===== config.mk =====
export PLATFORM = sky130hd
export DESIGN_NAME = uart_rx
export DESIGN_NICKNAME = d
export VERILOG_FILES = /design/src/rtl/uart_pkg.sv /design/src/rtl/uart_sync.sv /design/src/rtl/uart_rx.sv
export SDC_FILE = /design/constraint.sdc
export NUM_CORES = 1
export LEC_CHECK = 0
export ABC_AREA = 1
export BUFFER_PORTS_ARGS = -buffer_cell sky130_fd_sc_hd__buf_2
export CORE_MARGIN = 2
export CORE_UTILIZATION = 55
export DETAILED_ROUTE_END_ITERATION = 12
export GPL_TIMING_DRIVEN = 0
export PLACE_DENSITY_LB_ADDON = 0.12
export RECOVER_POWER = 50
export SLEW_MARGIN = 20
export SYNTH_ARGS = -nofsm -noshare
export SYNTH_HDL_FRONTEND = slang
export SYNTH_SLANG_ARGS = --single-unit

===== constraint.sdc =====
create_clock -name clk -period 1.85 [get_ports clk]
set_input_delay 0.0925 -clock clk [delete_from_list [all_inputs] [get_ports clk]]
set_output_delay 0.0925 -clock clk [all_outputs]
set_load 0.02 [all_outputs]

===== src/rtl/uart_pkg.sv =====
// Shared types and widths for the UART receive path.
package uart_pkg;

  localparam int unsigned UART_DATA_W = 8;
  localparam int unsigned UART_SUM_W  = 32;

  typedef enum logic [2:0] {
    IDLE,
    START,
    DATA,
    STOP,
    BREAK
  } rx_state_t;

endpackage


===== src/rtl/uart_sync.sv =====
// Two-flop synchronizer for a single asynchronous input bit, reset to RST_VAL.
module uart_sync #(
  parameter logic RST_VAL = 1'b1
) (
  input  logic clk,
  input  logic rst,
  input  logic d,
  output logic q
);

  logic meta;

  always_ff @(posedge clk or posedge rst) begin
    if (rst) begin
      meta <= RST_VAL;
      q    <= RST_VAL;
    end else begin
      meta <= d;
      q    <= meta;
    end
  end

endmodule


===== src/rtl/uart_rx.sv =====
// 8N1 UART receiver with mid-bit sampling and one-cycle valid / frame-error strobes.
// Optional running byte sum on o_sum when UART_RX_SUM_EN is defined.
module uart_rx
  import uart_pkg::*;
#(
  parameter int unsigned cycles_per_bit = 3
) (
  input  logic                   clk,
  input  logic                   rst,
  input  logic                   i_serial,
  output logic [UART_DATA_W-1:0] o_data,
  output logic                   o_valid,
  output logic                   o_frame_err,
  output logic                   o_idle
`ifdef UART_RX_SUM_EN
  ,
  output logic [UART_SUM_W-1:0]  o_sum
`endif
);

  localparam int unsigned HALF  = cycles_per_bit / 2;
  localparam int unsigned CNT_W = $clog2(cycles_per_bit);

  rx_state_t              state, state_nxt;
  logic [CNT_W-1:0]       cnt, cnt_nxt;
  logic [2:0]             bit_idx, bit_nxt;
  logic [UART_DATA_W-1:0] shift, shift_nxt;
  logic [UART_DATA_W-1:0] data_nxt;
  logic                   valid_nxt, ferr_nxt;
  logic                   syncd;

  uart_sync #(.RST_VAL(1'b1)) u_sync (
    .clk (clk),
    .rst (rst),
    .d   (i_serial),
    .q   (syncd)
  );

  always_ff @(posedge clk or posedge rst) begin
    if (rst) begin
      state       <= IDLE;
      cnt         <= '0;
      bit_idx     <= '0;
      shift       <= '0;
      o_data      <= '0;
      o_valid     <= 1'b0;
      o_frame_err <= 1'b0;
    end else begin
      state       <= state_nxt;
      cnt         <= cnt_nxt;
      bit_idx     <= bit_nxt;
      shift       <= shift_nxt;
      o_data      <= data_nxt;
      o_valid     <= valid_nxt;
      o_frame_err <= ferr_nxt;
    end
  end

  // Next-state: START waits HALF+1 clocks, DATA/STOP sample once per bit period
  always_comb begin
    state_nxt = state;
    cnt_nxt   = cnt;
    bit_nxt   = bit_idx;
    shift_nxt = shift;
    data_nxt  = o_data;
    valid_nxt = 1'b0;
    ferr_nxt  = 1'b0;
    case (state)
      IDLE: begin
        if (!syncd) begin
          state_nxt = START;
          cnt_nxt   = '0;
        end
      end
      START: begin
        if (cnt == CNT_W'(HALF)) begin
          cnt_nxt   = '0;
          bit_nxt   = '0;
          state_nxt = syncd ? IDLE : DATA;
        end else begin
          cnt_nxt = cnt + CNT_W'(1);
        end
      end
      DATA: begin
        if (cnt == CNT_W'(cycles_per_bit - 1)) begin
          cnt_nxt   = '0;
          shift_nxt = {syncd, shift[UART_DATA_W-1:1]};
          bit_nxt   = bit_idx + 3'd1;
          if (bit_idx == 3'd7) state_nxt = STOP;
        end else begin
          cnt_nxt = cnt + CNT_W'(1);
        end
      end
      STOP: begin
        if (cnt == CNT_W'(cycles_per_bit - 1)) begin
          cnt_nxt = '0;
          if (syncd) begin
            data_nxt  = shift;
            valid_nxt = 1'b1;
            state_nxt = IDLE;
          end else begin
            ferr_nxt  = 1'b1;
            state_nxt = BREAK;
          end
        end else begin
          cnt_nxt = cnt + CNT_W'(1);
        end
      end
      BREAK: begin
        // Held-low line must return high before a new start bit is accepted
        if (syncd) state_nxt = IDLE;
      end
      default: state_nxt = IDLE;
    endcase
  end

  assign o_idle = (state == IDLE);

`ifdef UART_RX_SUM_EN
  always_ff @(posedge clk or posedge rst) begin
    if (rst) begin
      o_sum <= '0;
    end else if (valid_nxt) begin
      o_sum <= o_sum + UART_SUM_W'(data_nxt);
    end
  end
`endif

endmodule


After elaboration in Yosys (flattened, before gate mapping)
Index checks and enable logic that the tools add are counted.
{"block": "totals", "regBits": 28, "word_cells": 55}
{"block": "classes", "add_sub_neg": 2, "n_eq_ne": 13, "muxes": 22, "reduce_logical": 9}
{"cell": "2-to-1 mux 3 bit", "n": 9}
{"cell": "case mux 3 bit (5 select lines)", "n": 1}
{"cell": "!= test 2 bit (second input constant)", "n": 5}
{"cell": "2-to-1 mux 2 bit", "n": 4}
{"cell": "== test 3 x 2 -> 1 bit (second input constant)", "n": 2}
{"cell": "== test 3 bit (second input constant)", "n": 2}
{"cell": "2-to-1 mux 1 bit", "n": 6}
{"cell": "case mux 2 bit (3 select lines)", "n": 1}
{"cell": "case mux 3 bit (2 select lines)", "n": 1}
{"cell": "AND reduction 3 bit", "n": 2}
{"cell": "AND reduction 6 bit", "n": 1}
{"cell": "AND reduction 2 bit", "n": 2}
{"cell": "adder 3 x 1 -> 3 bit (second input constant)", "n": 1}
{"cell": "== test 3 x 1 -> 1 bit (second input constant)", "n": 1}
{"cell": "logical NOT 3 bit", "n": 1}
{"cell": "nonzero test 3 bit", "n": 1}
{"cell": "adder 2 x 1 -> 2 bit (second input constant)", "n": 1}
{"cell": "== test 2 x 1 -> 1 bit (second input constant)", "n": 1}
{"cell": "== test 2 bit (second input constant)", "n": 1}
{"cell": "!= test 2 x 1 -> 1 bit (second input constant)", "n": 1}
{"cell": "nonzero test 2 bit", "n": 1}
{"cell": "OR reduction 2 bit", "n": 1}

Longest topological paths before layout
Gate-level depths: netlist of run 1.
{"block": "depth", "depth_word": 4, "mapped_depth": 9, "mapped_depth_nobuf": 9}

Modules after synthesis
From an unflattened synthesis of run 1, not the netlist that was laid out.
{"block": "hier_totals", "cells_unflattened": 140, "area_unflattened_um2": 1302.5}
{"module": "uart_rx", "n_inst": 1, "cells_each": 137, "area_per_inst_um2": 1246.2, "seq_area_each_um2": 650.6}
{"module": "uart_sync", "n_inst": 1, "cells_each": 3, "area_per_inst_um2": 56.3, "seq_area_each_um2": 52.6}

Least setup slack after synthesis of run 1
Ideal clock, no wire load.
{"block": "synth_timing", "kind": "reg-to-reg", "start": "register state[0]", "end": "register bit_idx[2]", "setup_time_ns": 0.117, "arrival_ns": 1.121, "setup_slack_ns": 0.611, "path_stages_with_launch": 9, "path_buffers": 0, "path_cell_list": "dfrtp_1 nor2_2 nand2_2 nand2_1 inv_1 nor2_4 inv_2 nand2_1 nand2_1"}
{"block": "synth_between", "elab_chain_len": 3, "word_cells_on_any_way": 7}
{"element": "start: declaration", "line": "uart_rx.sv:24", "source": "rx_state_t state, state_nxt;"}
{"element": "start signal: assignment", "line": "uart_rx.sv:49", "source": "state <= state_nxt;"}
{"element": "== test 3 x 2 -> 1 bit or == test 3 x 1 -> 1 bit (tied branches)", "line": "uart_rx.sv:68", "source": "case (state)"}
{"element": "!= test 2 bit (no line) or nonzero test 2 bit (tied branches)"}
{"element": "AND reduction 3 bit (no line)"}
{"element": "end signal: assignment", "line": "uart_rx.sv:51", "source": "bit_idx <= bit_nxt;"}
{"element": "end: declaration", "line": "uart_rx.sv:26", "source": "logic [2:0] bit_idx, bit_nxt;"}
Parallel ways exist; a longest one is shown, timed or not.
A chain may end at the register's enable or synchronous reset.

Worst setup path after layout of run 1
{"block": "layout_timing", "start": "register state[0]", "end": "register shift[3]"}
{"block": "layout_between", "elab_chain_len": 2}
{"element": "== test 3 x 2 -> 1 bit", "line": "uart_rx.sv:68"}
{"element": "AND reduction 2 bit (no line)"}
{"element": "end signal: assignment", "line": "uart_rx.sv:52", "source": "shift <= shift_nxt;"}
{"element": "end: declaration", "line": "uart_rx.sv:27", "source": "logic [UART_DATA_W-1:0] shift, shift_nxt;"}
No other way between the ends.

==> results.py, run 1 <==
metrics = {
    "drt": {
        "avgViaCountPerCell": 5.03,
        "via_count": 930,
        "drt-initial-drc-count": 13,
        "drt_wl_total_um": 2150,
        "wl_per_cell_um": 11.6,
        "drc_errors": 0,
        "postRouteAntennaNets": 0,
        "dr.pass1.iters": 4,
    },
    "setup_path": {
        "crit_buf_inv": 1,
        "cp-start-kind": "flip-flop",
        "r2r_slack_ns": 0.43,
        "rr_startpoint": "state[0]",
        "path_cells": "nor2_2, nand2_2, nor2_4, buf_6, nand2_1, o21ai_0",
        "slowest_stage": "dfrtp_1",
        "crit_required_ns": 2.10,
        "critPathMaxStageDelay_ns": 0.49,
        "path_max_fanout": 10,
        "cp-end-kind": "flip-flop",
        "timing.rr.end": "shift[3]",
        "critical-path-top-delay-family": "simple AND/OR/NAND/NOR gates",
        "r2r_cells": 6,
        "worstSetupPathType": "reg -> reg",
        "worst-endpoint-arrival_ns": 1.67,
    },
    "global_route": {
        "grt_pass1_vias": 919,
        "grt_start_max_net_pins": 29,
        "grt_remaining_overflow": 0,
        "antenna_found_initial": 0,
        "track_usage_pct": 19.4,
        "grt_pass1_wl_um": 3850,
    },
    "clocking": {
        "cts_tree": "yes",
        "cts_buffers": 3,
        "cts_buffer_depth": 2,
        "clk_latency_ns": 0.33,
        "cts.clk_slew.worst_paths_ns": 0.14,
        "cts_num_sinks": 28,
        "post_cts_resized": 0,
        "cts_max_level": 1,
        "clock-root-buffer": "clkbuf_4",
    },
    "timing": {
        "setup-tns-final_ns": 0,
        "final_hold_viol_count": 0,
        "skew_ns": 0.00279,
        "post-route-period-util_pct": 76.7,
        "slew_headroom_pct": 30.1,
        "finalSetupViolCount": 0,
        "tightest_slew_ns": 1.05,
        "fmax_mhz": 705,
        "rsz0062_at_grt": "no",
        "hold_ws_ns": 0.369,
        "slew_viol_final": 0,
        "finalCriticalPeriod_ns": 1.42,
    },
    "logic_synthesis": {
        "syn_nets": 143,
        "synthArstFlopShare_pct": 100,
        "ys_top_cells_by_area": "dfrtp_1, nand2_1, o21ai_2",
        "synthTopCellsByCount": "nand2_1, dfrtp_1, inv_1, nand3_1, o21ai_0",
        "synth_edf_count": 0,
        "synth.cell_area_um2": 1280,
        "synthFlopType": "dfrtp_1",
        "synth_seq_area_share_pct": 54.8,
        "ys_types": 22,
        "post-synth-top-area-fraction_pct": 50.7,
        "yosysTopAreaCell": "dfrtp_1",
        "yosysMostFrequentCell": "nand2_1",
        "syn_avg_cell_area_um2": 9.30,
        "syn_inst": 138,
        "synth_warnings": 0,
        "synth_seq_cells": 28,
    },
    "die": {
        "die-area_um2": 2740,
        "die_h_um": 52.3,
        "io_pins": 14,
        "fp-row-count": 17,
        "initial_core_util_pct": 58.0,
        "die-width_um": 52.3,
        "core_area_um2": 2210,
    },
    "status": {
        "status": "complete, no violations",
    },
    "pwr": {
        "irDropWorstVdd_mv": 0.655,
        "p_per_area_nw_per_um2": 1140,
        "total_leakage_power_uw": 0.000724,
        "total_power_uw": 1620,
    },
    "min_path": {
        "hold_end": "u_sync.q",
        "holdCritPathClass": "reg -> reg",
        "hold_start": "u_sync.meta",
        "whs_path_depth": 0,
    },
    "final_layout": {
        "fill_cells": 197,
        "utilization_pct": 64.5,
        "fin_area_um2": 1430,
        "nets": 163,
        "antenna-diode-count": 0,
        "layout-drive-gt1-share_pct": 25.5,
        "areaGrowthSynthToFinish_pct": 11.1,
    },
    "placement": {
        "gp_congestion": 0.748,
        "place_hpwl_um": 1580,
        "io_buffer_count": 13,
        "post_dp_cell_area_um2": 1380,
    },
    "run": {
        "cap_viol_max_count": 0,
    },
}
## state kept, by name, summed over array words and instances (netlist names)
register     cells
bit_idx          3
cnt              2
o_data           8
o_frame_err      1
o_valid          1
shift            8
state            3
u_sync.meta      1
u_sync.q         1
## timing repair
action / in CTS / in global routing
hold buffers: 1 / 1
buffers inserted: 0 / 0
hold endpoints to repair: 1 / 26
## placed cells by master, fill, tap and decap left out
master	synthesis	routed
nor2_2	1	1
inv_2	5	5
clkinv_1	1	1
nor3_1	1	1
nand4_4	1	1
clkbuf_1	0	4
inv_1	15	15
buf_6	2	2
dlygate4sd3_1	0	2
mux2i_1	1	1
o21ai_1	1	1
nor2_4	3	3
o21ai_2	7	7
nand3_1	11	11
ha_1	2	2
nand2_1	36	36
or2_1	1	1
nor2_1	5	5
dfstp_2	2	2
o21ai_0	9	9
o211ai_1	2	2
nand2_2	5	5
clkbuf_4	0	3
dfrtp_1	26	26
buf_2	1	11
## worst max path at each step
| stage | startpoint | end | slack [ns] | depth (start not counted) |
|---|---|---|---|---|
| 2_1_floorplan | state[0] | bit_idx[2] | 0.61 | 8 |
| 4_1_cts | state[0] | shift[3] | 0.44 | 6 |
| 3_3_place_gp | state[0] | bit_idx[1] | 0.47 | 8 |
| 3_5_place_dp | state[0] | bit_idx[2] | 0.45 | 8 |
| 5_1_grt | state[0] | bit_idx[1] | 0.27 | 8 |
| 6_report | state[0] | shift[3] | 0.43 | 6 |
## per-layer routing
layer,share of wire (%),global-route usage [%],vias to the layer above
met3,3.2,3.43,5
met4,1.6,7.69,0
li1,-,-,473
met2,50,34.6,22
met1,45,22.8,430
met5,0,0,-
## metrics by stage
stage / setup slack (ns) / instances
2_1_floorplan: 0.611 / 138
3_3_place_gp: 0.472 / 179
3_5_place_dp: 0.449 / 179
4_1_cts: 0.438 / 184
5_1_grt: 0.271 / 185
6_report: 0.431 / 185
## cells by family (layout without fill, tap and decap cells)
logic type | count (synthesis) | after routing | share of synthesized area [%]
simple gates | 64 | 64 | 24.4
flops | 28 | 28 | 54.8
buf+inv | 24 | 43 | 8.28
compound gates | 19 | 19 | 9.84
fa+ha+maj | 2 | 2 | 1.95
mux | 1 | 1 | 0.780
## worst reg2reg max path: cells and delay by family (launching register included)
family          cells  cell delay, ns
simple gates        4            0.62
compound gates      1            0.08
flops               1            0.49
buf+inv             1            0.15
## area by class of cell
class	instances	area, um^2	area share, %
Sequential cell	28	703	49.3
Multi-Input combinational cell	86	474	33.2
Timing Repair Buffer	15	81.3	5.70
Inverter	21	78.8	5.53
Tap cell	28	35.0	2.46
Buffer	3	27.5	1.93
Clock buffer	4	26.3	1.84
## where the power goes
| part | internal, uW | leakage, uW | total [uW] | switching, uW |
|---|---|---|---|---|
| sequential | 696 | 0.000378 | 779 | 83.4 |
| clock | 84.7 | 0.0000150 | 257 | 172 |
| combinational | 196 | 0.000331 | 584 | 389 |
Power figures use the tool's default switching activity.
==> run 2, diff against run 1 <==
--- a/config.mk
+++ b/config.mk
@@ -5,10 +5,10 @@
 export SDC_FILE = /design/constraint.sdc
 export NUM_CORES = 1
 export LEC_CHECK = 0
-export ABC_AREA = 1
+export ABC_AREA = 0
 export BUFFER_PORTS_ARGS = -buffer_cell sky130_fd_sc_hd__buf_2
 export CORE_MARGIN = 2
-export CORE_UTILIZATION = 55
+export CORE_UTILIZATION = 50
 export DETAILED_ROUTE_END_ITERATION = 12
 export GPL_TIMING_DRIVEN = 0
 export PLACE_DENSITY_LB_ADDON = 0.12
==> constraint.sdc (replaced) <==
create_clock -name clk -period 1.3 [get_ports clk]
set_input_delay 0.065 -clock clk [delete_from_list [all_inputs] [get_ports clk]]
set_output_delay 0.065 -clock clk [all_outputs]
set_load 0.02 [all_outputs]
==> run 2 against run 1 <==
Final cell count fell by 12%. Global-route usage fell by 0.18 points. The flow now finishes with violations (setup timing). Register-to-register slack got worse by 0.52 ns. Largest cell class unchanged. First-iteration DRC count fell by 15%. Die area rose by 7.1%. Setup slack got worse by 0.52 ns. Critical path type unchanged.
==> results.py, run 2 <==
metrics = {
    "status": {
        "violations": "setup timing",
        "status": "complete, but fails checks",
    },
    "pwr": {
        "pwr-share-seq_pct": 39.3,
        "switching_power_uw": 1200,
        "p_sw_share_pct": 34.3,
        "clockPowerShare_pct": 16.2,
        "total_leakage_power_uw": 0.000809,
        "irDropWorstVdd_mv": 1.29,
        "p_per_area_nw_per_um2": 2160,
        "comb_power_share_pct": 44.6,
        "p_int_uw": 2300,
    },
    "logic_synthesis": {
        "yosysTopAreaCell": "dfrtp_1",
        "synth_edf_count": 0,
        "post-synth-top-area-fraction_pct": 51.8,
        "ys_types": 27,
        "synthTopCellsByCount": "dfrtp_1, mux2_2",
        "yosysMostFrequentCell": "dfrtp_1",
        "syn_nets": 103,
        "synth_xor_area_share_pct": 0,
        "muxShareOfSynthArea_pct": 16.8,
        "syn_inst": 98,
        "ys_top_cells_by_area": "dfrtp_1, mux2_2, dfstp_2",
        "synthArstFlopShare_pct": 100,
        "syn_avg_cell_area_um2": 12.8,
        "synth-compound-area-share_pct": 6.27,
        "synth_top_family_by_area": "multiplexers",
        "synth_warnings": 0,
        "synth.cell_area_um2": 1260,
        "synth-adder-area-share_pct": 1.99,
        "synth_seq_cells": 28,
        "synthFlopType": "dfrtp_1",
        "synth_seq_area_share_pct": 56.0,
        "yosys.area_share.simple_pct": 13.4,
    },
    "min_path": {
        "holdCritPathClass": "in -> async",
    },
    "setup_path": {
        "worstSetupEndpoint": "state[0]",
        "cp-start-kind": "flip-flop",
        "worst-endpoint-arrival_ns": 1.63,
        "timing.rr.end": "state[0]",
        "path_cells": "buf_6, nand3b_1, o221ai_2, mux2_4",
        "cp-end-kind": "flip-flop",
        "crit_start": "state[1]",
        "critPathMaxStageDelay_ns": 0.45,
        "rr_startpoint": "state[1]",
        "worstSetupPathType": "reg -> reg",
        "path_max_fanout": 8,
        "r2r_slack_ns": -0.09,
        "slowest_stage": "dfrtp_1",
        "r2r_cells": 4,
        "crit_required_ns": 1.54,
    },
    "die": {
        "initial_core_util_pct": 51.6,
        "core_area_um2": 2430,
        "die-area_um2": 2930,
        "io_pins": 14,
        "die-width_um": 54.1,
        "die_h_um": 54.1,
        "fp-row-count": 18,
    },
    "clocking": {
        "cts_buffers": 3,
        "cts_num_sinks": 28,
        "cts.clk_slew.worst_paths_ns": 0.15,
        "clock-root-buffer": "clkbuf_4",
        "clk_latency_ns": 0.33,
        "cts_buffer_depth": 2,
        "cts_max_level": 1,
        "cts_tree": "yes",
    },
    "placement": {
        "io_buffer_count": 13,
        "gp_congestion": 0.713,
        "place_hpwl_um": 1370,
        "pre_cts_ws_ns": -0.143,
    },
    "final_layout": {
        "areaGrowthSynthToFinish_pct": 29.4,
        "final_cell_mix": "dfrtp_1, mux2_2, buf_4, buf_2",
        "nets": 138,
        "antenna-diode-count": 0,
        "biggestRegsByFlops": "o_data x8, shift x8",
        "layout-drive-gt1-share_pct": 52.3,
        "layout_commonest_cell": "dfrtp_1",
    },
    "drt": {
        "avgViaCountPerCell": 5.26,
        "wl_per_cell_um": 14.1,
        "via_count": 852,
        "drc_errors": 0,
        "drt_wl_total_um": 2290,
        "drt-initial-drc-count": 11,
        "dr.pass1.iters": 3,
        "postRouteAntennaNets": 0,
    },
    "timing": {
        "setup-tns-final_ns": -0.411,
        "slew_headroom_pct": 34.8,
        "hold_ws_ns": 0.359,
        "finalSetupViolCount": 15,
        "tightest_slew_ns": 0.971,
        "finalCriticalPeriod_ns": 1.39,
        "post-route-period-util_pct": 107,
        "slew_viol_final": 0,
        "setup_ws_ns": -0.0883,
        "final_hold_viol_count": 0,
        "skew_ns": 0.00484,
        "fmax_mhz": 720,
        "rsz0062_at_grt": "yes",
    },
    "global_route": {
        "grt_pass1_wl_um": 3820,
        "grt_remaining_overflow": 0,
        "track_usage_pct": 19.2,
        "grt_start_max_net_pins": 29,
        "antenna_found_initial": 0,
        "grt_pass1_vias": 822,
    },
    "run": {
        "cap_viol_max_count": 0,
    },
}
## run 2: changes by cell type after synthesis, moves of 3 or more
| cell | delta |
|---|---|
| a21oi_1 | +5 |
| nand3_1 | -10 |
| inv_2 | -5 |
| nor2_4 | -3 |
| nor3_1 | +4 |
| nand2_2 | -4 |
| mux2_2 | +17 |
| nand2_1 | -32 |
| o21ai_0 | -4 |
| inv_1 | -10 |
| o21ai_2 | -7 |
## run 2: how the worst min path moves through the flow
stage	start	end	slack, ns
after floorplan	i_serial	u_sync.meta	0.07
after global placement	i_serial	u_sync.meta	0.17
after detailed placement	i_serial	u_sync.meta	0.17
after CTS	i_serial	u_sync.meta	0.35
after global routing	i_serial	u_sync.meta	0.34
final	rst	shift[1]	0.36
## run 2: cell type report
cell class,instances,area (um^2)
clock inverters,1,30.0
inverters,5,18.8
clock buffers,3,22.5
multi-input cells,60,531
flip-flops and latches,28,706
fillers,187,807
repair buffers,30,213
plain buffers,5,67.6
well taps,30,37.5
## run 2: metal layers
layer  vias up  global-route usage, %  part of all wire [%]
met5         -                      0                     0
met4         0                   11.3                   2.8
met3         6                   3.61                   1.7
met2        11                   29.3                    49
met1       422                   25.4                    47
li1        413                      -                     -
## run 2: logic make-up (layout without fill, tap and decap cells)
group | count (synthesis) | after routing
AOI/OAI and AO/OA | 14 | 14
adders and majority gates | 2 | 2
and+or+nand+nor | 24 | 25
buffers and inverters | 11 | 44
DFF | 28 | 28
muxes | 19 | 19
## run 2: metrics by stage
stage	area [um^2]	power (uW)	util, %	instances
after floorplan	1260	2340	-	98
after detailed placement	1370	2620	56.1	141
final	1630	3510	66.8	162
after CTS	1620	3490	66.6	162
after global placement	1370	2580	56.1	141
after global routing	1630	3750	66.8	162
## run 2: worst max-delay path: cells and delay by family, from the launching register on
kind / cells / cell delay (ns)
AO/OA/AOI/OAI: 1 / 0.21
buffers and inverters: 1 / 0.15
flip-flops: 1 / 0.45
multiplexers: 1 / 0.31
AND/OR/NAND/NOR: 1 / 0.17
## run 2: power by group through the flow
| stage | Sequential [uW] | Combinational, uW | Clock [uW] |
|---|---|---|---|
| finish | 1380 | 1560 | 568 |
| global route | 1410 | 1730 | 615 |
| CTS | 1370 | 1530 | 588 |
| detailed placement | 1380 | 1250 | 0 |
| global placement | 1360 | 1210 | 0 |
| floorplan | 1410 | 934 | 0 |
## run 2: what timing repair did
action / 4_1_cts / 5_1_grt
endpoints found under the setup margin: 21 / 21
pin swaps: 7 / 3
hold endpoints to repair: 27 / 0
cloned: 1 / 0
buffers inserted: 15 / 0
hold buffers: 2 / 0
gates resized for setup: 13 / 2
==> run 3, diff against run 2 <==
--- a/config.mk
+++ b/config.mk
@@ -8,7 +8,7 @@
 export ABC_AREA = 0
 export BUFFER_PORTS_ARGS = -buffer_cell sky130_fd_sc_hd__buf_2
 export CORE_MARGIN = 2
-export CORE_UTILIZATION = 50
+export CORE_UTILIZATION = 51
 export DETAILED_ROUTE_END_ITERATION = 12
 export GPL_TIMING_DRIVEN = 0
 export PLACE_DENSITY_LB_ADDON = 0.12
@@ -16,4 +16,5 @@
 export SLEW_MARGIN = 20
 export SYNTH_ARGS = -nofsm -noshare
 export SYNTH_HDL_FRONTEND = slang
+export SYNTH_HIERARCHICAL = 1
 export SYNTH_SLANG_ARGS = --single-unit
==> run 3 against run 2 <==
The flow still finishes with violations (setup timing). Clock skew decreased by 0.00072 ns. First-iteration DRC count increased by 36%. Design area increased by 9.2%. Non-clock buffer count increased by 5. Area after synthesis increased by 3.9%. Utilization increased by 5.5 points. Critical endpoint is now o_data[4]. Largest cell class unchanged. Highest routed layer unchanged.
==> results.py, run 3 <==
metrics = {
    "timing": {
        "setup-tns-final_ns": -2.94,
        "fmax_mhz": 654,
        "post-route-period-util_pct": 118,
        "skew_ns": 0.00412,
        "rsz0062_at_grt": "yes",
        "final_hold_viol_count": 0,
        "hold_ws_ns": 0.295,
        "slew_headroom_pct": 39.1,
        "slew_viol_final": 0,
        "tightest_slew_ns": 0.907,
        "finalCriticalPeriod_ns": 1.53,
        "setup_ws_ns": -0.229,
        "finalSetupViolCount": 21,
    },
    "logic_synthesis": {
        "synth-compound-area-share_pct": 9.11,
        "yosys.area_share.simple_pct": 14.4,
        "synthTopCellsByCount": "dfrtp_1, mux2_2, mux2_4, nor2_1, nand2_1",
        "ys_types": 34,
        "syn_avg_cell_area_um2": 13.1,
        "synth-adder-area-share_pct": 1.92,
        "muxShareOfSynthArea_pct": 16.1,
        "syn_nets": 105,
        "yosysMostFrequentCell": "dfrtp_1",
        "synth_xor_area_share_pct": 0,
        "synthArstFlopShare_pct": 100,
        "yosysTopAreaCell": "dfrtp_1",
        "synth_top_family_by_area": "multiplexers",
        "synth_edf_count": 0,
        "synth_warnings": 6,
        "synth_seq_cells": 28,
        "ys_top_cells_by_area": "dfrtp_1, mux2_4, mux2_2",
        "post-synth-top-area-fraction_pct": 49.9,
        "synth.cell_area_um2": 1310,
        "synth_seq_area_share_pct": 53.9,
        "synthFlopType": "dfrtp_1",
        "syn_inst": 100,
    },
    "placement": {
        "io_buffer_count": 13,
        "gp_congestion": 0.764,
        "place_hpwl_um": 1580,
    },
    "die": {
        "die-area_um2": 2980,
        "core_area_um2": 2450,
        "fp-row-count": 18,
        "die_h_um": 54.6,
        "initial_core_util_pct": 53.2,
        "io_pins": 14,
        "die-width_um": 54.6,
    },
    "pwr": {
        "irDropWorstVdd_mv": 1.23,
        "pwr-share-seq_pct": 42.8,
        "p_sw_share_pct": 30.5,
        "switching_power_uw": 893,
        "comb_power_share_pct": 42.7,
        "clockPowerShare_pct": 14.5,
        "total_leakage_power_uw": 0.000851,
        "p_per_area_nw_per_um2": 1650,
        "p_int_uw": 2030,
    },
    "clocking": {
        "cts_tree": "yes",
        "clock-root-buffer": "clkbuf_4",
        "cts_buffers": 3,
        "clk_latency_ns": 0.33,
        "cts_max_level": 1,
        "cts_buffer_depth": 2,
        "cts.clk_slew.worst_paths_ns": 0.15,
        "cts_num_sinks": 28,
    },
    "global_route": {
        "grt_use_met3_pct": 3.55,
        "grt_pass1_vias": 943,
        "track_usage_pct": 20.5,
        "grt_start_max_net_pins": 27,
        "grt_remaining_overflow": 0,
        "top_usage_layer": "met2",
        "grt_pass1_wl_um": 4280,
        "antenna_found_initial": 0,
        "gr-usage-met2_pct": 36.7,
        "grt_use_met1_pct": 23.5,
    },
    "final_layout": {
        "layout-drive-gt1-share_pct": 56.9,
        "final-seq-area_um2": 704,
        "final_cell_mix": "dfrtp_1, mux2_4, buf_4, buf_2, buf_6",
        "multiInputGateArea_um2": 643,
        "fill_cells": 174,
        "utilization_pct": 72.3,
        "biggestRegsByFlops": "o_data x8, shift x8",
        "layout_commonest_cell": "dfrtp_1",
        "antenna-diode-count": 0,
        "areaGrowthSynthToFinish_pct": 36.0,
        "nets": 143,
    },
    "min_path": {
        "holdCritPathClass": "in -> async",
    },
    "setup_path": {
        "path_cells": "and4bb_4, and3_4, clkbuf_16, mux2_4",
        "worst-endpoint-arrival_ns": 1.76,
        "critPathMaxStageDelay_ns": 0.44,
        "slowest_stage": "dfrtp_1",
        "cp-start-kind": "flip-flop",
        "r2r_slack_ns": -0.23,
        "critical-path-top-delay-family": "simple AND/OR/NAND/NOR gates",
        "crit_required_ns": 1.53,
        "worstSetupPathType": "reg -> reg",
        "crit_buf_inv": 1,
        "path_max_fanout": 4,
        "cp-end-kind": "flip-flop",
    },
    "drt": {
        "postRouteAntennaNets": 0,
        "drt_wl_total_um": 2680,
        "dr.pass1.iters": 4,
        "wl_per_cell_um": 16.0,
        "drt-initial-drc-count": 15,
        "via_count": 920,
        "drc_errors": 0,
        "avgViaCountPerCell": 5.51,
    },
    "status": {
        "violations": "setup timing",
        "status": "complete, but fails checks",
    },
    "run": {
        "cap_viol_max_count": 0,
    },
}
==> run 3: final timing paths <==
kind	to	depth (start not counted)	start
max in group asynchronous	state[1]	3	rst
max	o_data[4]	4	state[2]
min	u_sync/meta	3	rst
max reg2reg	o_data[4]	4	state[2]
min reg2reg	u_sync/q	0	u_sync/meta
min in group clk	u_sync/q	0	u_sync/meta
==> run 3: cell type report <==
cell class | instances | area share (%)
multi-input combinational | 61 | 36.2
inverter | 4 | 0.846
sequential | 28 | 39.7
tap | 30 | 2.12
clock buffer | 4 | 2.05
timing repair buffer | 35 | 15.2
buffer | 5 | 3.88
==> run 3: power groups by stage <==
| stage | Sequential (uW) | Combinational (uW) | Clock (uW) |
|---|---|---|---|
| 2_1_floorplan | 1230 | 777 | 0 |
| 3_3_place_gp | 1250 | 879 | 0 |
| 3_5_place_dp | 1260 | 922 | 0 |
| 4_1_cts | 1240 | 1230 | 435 |
| 5_1_grt | 1280 | 1360 | 464 |
| 6_report | 1250 | 1250 | 424 |
==> run 3: timing repair <==
| item | 4_1_cts | 5_1_grt |
|---|---|---|
| hold buffers | 2 | 0 |
| pin swaps | 5 | 9 |
| cloned | 0 | 1 |
| setup endpoints to repair | 24 | 24 |
| resized for setup | 23 | 9 |
| setup buffers | 15 | 5 |
| endpoints found under the hold margin | 29 | 0 |
==> run 3: worst register-to-register path, stage by stage (launching register included) <==
cell,delay [ns]
dfrtp_1,0.44
and4bb_4,0.35
and3_4,0.22
clkbuf_16,0.14
mux2_4,0.29
==> run 3: cells by family after synthesis <==
kind of cell             Yosys count
flip-flops                        28
multiplexers                      16
AO/OA/AOI/OAI                     16
adder cells (fa/ha/maj)            2
AND/OR/NAND/NOR                   27
buffers and inverters             11
==> run 3: through the flow <==
step	instance area, um^2	power [uW]	setup WS (ns)	instances
2_1_floorplan	1360	2010	-0.232	100
3_3_place_gp	1460	2130	-0.300	143
3_5_place_dp	1460	2180	-0.338	143
4_1_cts	1720	2900	-0.265	164
5_1_grt	1770	3110	-0.241	167
6_report	1770	2930	-0.229	167
==> run 3: routing by layer <==
layer,vias up,share of wire (%)
li1,433,-
met1,467,42
met2,15,54
met3,5,2.7
met4,0,1.6
met5,-,0
